File: src/rtl/pair_assembler.sv
// Builds (A, B) operand pairs from a serial symbol stream with valid/ready on both sides.
// in_first marks operand A; out-of-order markers resynchronise pairing and pulse errSync.
module pair_assembler #(
    parameter int W  = 2,
    parameter int CW = 8
) (
    input  logic          clk,
    input  logic          rst_n,
    input  logic          in_valid,
    input  logic [W-1:0]  in_data,
    input  logic          in_first,
    output logic          in_ready,
    output logic          out_valid,
    input  logic          out_ready,
    output logic [W-1:0]  out_a,
    output logic [W-1:0]  out_b,
    output logic          err_sync,
    output logic [CW-1:0] pair_count
);

    typedef enum logic [1:0] {
        WAIT_A = 2'd0,
        WAIT_B = 2'd1,
        FULL   = 2'd2
    } state_t;

    state_t        stateReg;
    logic [W-1:0]  aReg;
    logic [W-1:0]  bReg;
    logic          errReg;
    logic          inReadyReg;
    logic          outValidReg;
    logic [CW-1:0] countReg;

    always_ff @(posedge clk) begin
        if (!rst_n) begin
            stateReg    <= WAIT_A;
            aReg        <= '0;
            bReg        <= '0;
            errReg      <= 1'b0;
            inReadyReg  <= 1'b1;
            outValidReg <= 1'b0;
            countReg    <= '0;
        end else begin
            errReg <= 1'b0;
            case (stateReg)
                WAIT_A: begin
                    if (in_valid) begin
                        if (in_first) begin
                            aReg     <= in_data;
                            stateReg <= WAIT_B;
                        end else begin
                            errReg <= 1'b1;
                        end
                    end
                end
                WAIT_B: begin
                    if (in_valid) begin
                        // A repeated first marker restarts the pair with the newer A
                        if (in_first) begin
                            aReg   <= in_data;
                            errReg <= 1'b1;
                        end else begin
                            bReg        <= in_data;
                            stateReg    <= FULL;
                            inReadyReg  <= 1'b0;
                            outValidReg <= 1'b1;
                        end
                    end
                end
                FULL: begin
                    if (out_ready) begin
                        stateReg    <= WAIT_A;
                        inReadyReg  <= 1'b1;
                        outValidReg <= 1'b0;
                        countReg    <= countReg + 1'b1;
                    end
                end
                default: begin
                    stateReg    <= WAIT_A;
                    inReadyReg  <= 1'b1;
                    outValidReg <= 1'b0;
                end
            endcase
        end
    end

    assign in_ready   = inReadyReg;
    assign out_valid  = outValidReg;
    assign out_a      = aReg;
    assign out_b      = bReg;
    assign err_sync   = errReg;
    assign pair_count = countReg;

endmodule

File: config.mk
export PLATFORM = sky130hd
export DESIGN_NAME = pair_assembler
export DESIGN_NICKNAME = d
export VERILOG_FILES = /design/src/rtl/pair_assembler.sv
export SDC_FILE = /design/constraint.sdc
export NUM_CORES = 1
export LEC_CHECK = 0
export ABC_AREA = 1
export CORE_MARGIN = 3
export CORE_UTILIZATION = 43
export CTS_BUF_LIST = sky130_fd_sc_hd__clkbuf_4
export DETAILED_ROUTE_END_ITERATION = 16
export PLACE_DENSITY = 0.83
export SLEW_MARGIN = 30
export SYNTH_ARGS = -nofsm -noshare
export SYNTH_HDL_FRONTEND = slang
export SYNTH_SLANG_ARGS = --single-unit
File: constraint.sdc
create_clock -name clk -period 1 [get_ports clk]
set_clock_uncertainty 0.05 [all_clocks]
set_input_delay 0.2 -clock clk [delete_from_list [all_inputs] [get_ports clk]]
set_output_delay 0.2 -clock clk [all_outputs]
set_load 0.05 [all_outputs]
==> results of run 1 <==
[synth_stat cells, drive strengths merged]
library cell  count  share of area (%)
inv              16                7.7
a21oi             9                5.6
nand2            12                6.2
xor2              1                1.1
ha                1                1.5
a211oi            1               0.93
dfxtp            17                 42
nor2             22                 13
buf               2                2.0
nand3            12                 10
nor3              4                3.7
o21ai             9                5.6
[what timing repair did]
action | 4_1_cts
endpoints found under the setup margin | 32
cloned | 1
pin swaps | 10
buffers inserted | 9
gates resized for setup | 44
hold buffers | 0
[logic make-up after synthesis]
family,after synthesis,share of synthesized area (%)
adders and majority gates,1,1.548
DFF,17,42.11
and+or+nand+nor,50,33.44
AOI/OAI and AO/OA,19,12.07
xor gates and xnor gates,1,1.084
buffers and inverters,18,9.753
[stage by stage]
stage,std cells,hold slack [ns]
after floorplan,106,0.2478
after global placement,163,0.4407
after detailed placement,163,0.4461
after CTS,177,0.3005
==> results.md, run 1 <==
- Starting Density: 46.31%
- Initial antenna violation count: 0
- H-Tree Depth: 1
- Average size of a mapped cell: 7.625 µm²
- Worst setup endpoint GRT: pair_count[6]$_SDFFE_PN0P_/D
- IO Pins: 22
- #FFs+latches synth: 17
- First error: [ERROR DPL-0033] detailed placement checks failed during check placement.
- Sequential share of the synthesized area: 42.11%
- Halt Stage: global routing
- Pre-CTS WS: -0.4543 ns
- Largest net degree at the start of global routing: 10
- Synth unique cells: 22
- Die Y: 49.36 µm
- DP HPWL: 1462 µm
- Mapped Cells: 106
- Net Count, Synth: 114
- Count of buffers from port buffering: 21
- Die span in x: 49.36 µm
- Maximum clock insertion buffer count: 2
- Site Rows: 15
- Num CTS Buffers: 3
- RD Place Congestion: 0.7732
- Worst endpoint type: register input
- Clock sink total: 17
- Yosys warns: 0
- Clock Root Buffer: clkbuf_4
- Area after DPL: 0.001320 mm²
- Synth Cell Area: 808.3 µm²
- Outcome: did not finish
==> inputs of run 2 (changes only) <==
--- a/config.mk
+++ b/config.mk
@@ -6,11 +6,10 @@
 export NUM_CORES = 1
 export LEC_CHECK = 0
 export ABC_AREA = 1
-export CORE_MARGIN = 3
-export CORE_UTILIZATION = 43
-export CTS_BUF_LIST = sky130_fd_sc_hd__clkbuf_4
+export CORE_AREA = 3 3 64 66
 export DETAILED_ROUTE_END_ITERATION = 16
-export PLACE_DENSITY = 0.83
+export DIE_AREA = 0 0 67 69
+export PLACE_DENSITY_LB_ADDON = 0.15
 export SLEW_MARGIN = 30
 export SYNTH_ARGS = -nofsm -noshare
 export SYNTH_HDL_FRONTEND = slang
==> constraint.sdc (replaced) <==
create_clock -name clk -period 1.3 [get_ports clk]
set_clock_uncertainty 0.05 [all_clocks]
set_input_delay 0.26 -clock clk [delete_from_list [all_inputs] [get_ports clk]]
set_output_delay 0.26 -clock clk [all_outputs]
set_load 0.05 [all_outputs]
==> run 2 against run 1 <==
  * The flow now finishes without violations
  * Synthesized cell count did not move
  * Synthesized area did not move
==> results.md, run 2 <==
- Average size of a mapped cell: 7.625 µm² (unchanged)
- H-Tree Depth: 1 (unchanged)
- Area share of the largest cell type after synthesis: 42.11% (unchanged)
- Synth Cell Area: 808.3 µm² (unchanged)
- GR peak layer: met2
- Kind of critical path: in2reg
- Net Count, Synth: 114 (unchanged)
- Die span in x: 67 µm (was 49.36 µm)
- Number of remaining DRC errors: 0
- Num CTS Buffers: 3 (unchanged)
- Hold Path Stages: 2
- Min Tclk post-route: 1.222 ns
- R2R cell count: 6
- Post-synth EDFFs: 0 (unchanged)
- IO Pins: 22 (unchanged)
- Yosys warns: 0 (unchanged)
- PostCTS Resize Cnt: 0 (was 44)
- RSZ-0062 raised after global routing: no
- Max VDD drop: 0.2871 mV
- Die footprint: 0.004623 mm²
- Slew of the pin with the lowest slew margin: 0.2252 ns
- #FFs+latches synth: 17 (unchanged)
- Initial antenna violation count: 0
- Drt pass-1 iters: 4
- Fmax: 818.0 MHz
- Dominant cell by count in the synthesized netlist: nor2_1 (unchanged)
- Global-route wire length before repair: 2987 µm
- Later-pin clock latency in the skew report: 0.25 ns
- Vias in the first global route: 701
- Critical path's largest stage delay: 0.55 ns
- CP required: 1.39 ns
- CTS tree: yes
- GR Util met2: 12.88%
- Final ANT Viol Nets: 0
- RD Place Congestion: 0.7458 (was 0.7732)
- Power Dens Cells: 884.6 mW/mm²
- Max Cap Viol: 0
- Leakage: 0.5170 nW
- Reg clk slew, reported paths: 0.07 ns
- Mapped Cells: 106 (unchanged)
- Post-synth top cells: 18 x nor2_1, 17 x dfxtp_1, 13 x inv_1, 10 x nand2_1 (unchanged)
- Grt met3 use: 2.443%
- Clock Root Buffer: clkbuf_8 (was clkbuf_4)
- Final core utilization: 35.88%
- Final instance area: 0.001304 mm²
- Hold WC Path Type: reg2reg
- Setup Buffers After CTS: 0 (was 9)
- Placed Cells: 178 (was 163)
- Area Growth Syn to Fin: 61.30%
- Drt wl/cell: 9.918 µm
- TNS Setup: 0 ns
- Initial DRC Count: 43
- Most common cell after layout, fill and taps aside: nor2_1
- Final hold violation count: 0
- Area leader, netlist: dfxtp_1 (unchanged)
- Max-slew headroom: 84.94%
- Largest fanout on the critical path: 9
- # hold bufs at CTS: 0 (unchanged)
- Count of final setup violators: 0
- Max reg flops: 8
- Final #Nets: 143
- Endpoint class of the critical path: flip-flop
- Site Rows: 22 (was 15)
- Overall Power: 1.153 mW
- Commonest cells after routing, fill and taps aside: 18 x nor2_1, 15 x buf_12, 13 x inv_1, 10 x nand2_1, 10 x dfxtp_1
- Starting Density: 22.25% (was 46.31%)
- DP HPWL: 1427 µm (was 1462 µm)
- Post-detailed-routing wire length: 1805 µm
- Synth unique cells: 22 (unchanged)
- Top FF cell, synth: dfxtp_1 (unchanged)
- Die Y: 69 µm (was 49.36 µm)
- Synth area leaders: dfxtp_1 42%, nor2_1 8.4%, inv_1 6.0% (unchanged)
- Worst EP arrival: 1.31 ns
- Layout cells sized above 1: 32.84%
- Count of buffers from port buffering: 21 (unchanged)
- Fin. max-slew vios: 0
- Largest net degree at the start of global routing: 10
- Sequential share of the synthesized area: 42.11% (unchanged)
- Worst-path cell chain: clkdlybuf4s50_1 > nand3_4 > nor2_4 > nand3_1 > nand2_1 > nor2_1
- Crit-path slowest cell: clkdlybuf4s50_1
- Via density: 4.055
- GRT met1 Usage: 10.13%
- Post-route insts no fill: 182
- Setup crit start kind: input port
- Antenna Cells: 0
- Post-synth ARST share: 0% (unchanged)
- Maximum clock insertion buffer count: 2 (unchanged)
- GRT Util Overall: 8.233%
- Final period util: 94.04%
- Routed via count: 738
- Outcome: complete, no violations (was did not finish)
- Area after DPL: 0.001257 mm² (was 0.001320 mm²)
- Core area: 0.003633 mm²
- Clock sink total: 17 (unchanged)
- GRT overflow: 0
- R2r setup slk: 0.10 ns
==> run 2: cell counts after synthesis <==
Identical to the previous run, type by type.
==> run 2: worst paths after layout <==
kind                              startpoint                          to
setup / recovery                   out_ready  pair_count[6]$_SDFFE_PN0P_
hold / removal    pair_count[1]$_SDFFE_PN0P_  pair_count[1]$_SDFFE_PN0P_
hold reg to reg   pair_count[1]$_SDFFE_PN0P_  pair_count[1]$_SDFFE_PN0P_
setup reg to reg  pair_count[0]$_SDFFE_PN0P_  pair_count[6]$_SDFFE_PN0P_
==> run 2: area by class of cell <==
class / instances / area [µm²]
Clock buffer: 4 / 45.04
Fill cell: 397 / 2330
Inverter: 16 / 62.56
Multi-Input combinational cell: 71 / 389.1
Sequential cell: 17 / 349.1
Tap cell: 48 / 60.06
Timing Repair Buffer: 26 / 397.9
==> run 2: logic make-up (layout without fill, tap and decap cells) <==
kind of cell,after synthesis,in the layout,share of synthesized area [%]
fa+ha+maj,1,1,1.548
simple gates,50,50,33.44
buf+inv,18,46,9.753
flops,17,17,42.11
xor+xnor,1,1,1.084
compound gates,19,19,12.07
==> run 2: through the flow <==
step                      hold WS, ns  setup WS (ns)
after floorplan                0.3078       -0.01899
after global placement         0.4277        -0.1593
after detailed placement       0.4257        -0.1846
after CTS                      0.4366        0.03679
after global routing           0.4607      0.0008539
final                          0.4358        0.07752
==> run 2: worst max-delay path, delay by kind of cell <==
family / cells / cell delay, ns
AND/OR/NAND/NOR: 5 / 0.50
buffers and inverters: 1 / 0.55
==> run 2: power breakdown <==
group,leakage [nW],switching (mW),internal [mW]
clock network,0.0228,0.172,0.217
registers,0.142,0.0209,0.538
logic,0.353,0.109,0.0960
total,0.517,0.302,0.851
==> run 2: routing by layer <==
| layer | vias up | routed length, µm |
|---|---|---|
| met1 | 322 | 820 |
| met5 | - | 0 |
| met3 | 2 | 117 |
| li1 | 396 | - |
| met4 | 0 | 8 |
| met2 | 18 | 859 |
No activity file was read; power rests on OpenSTA's default activity.
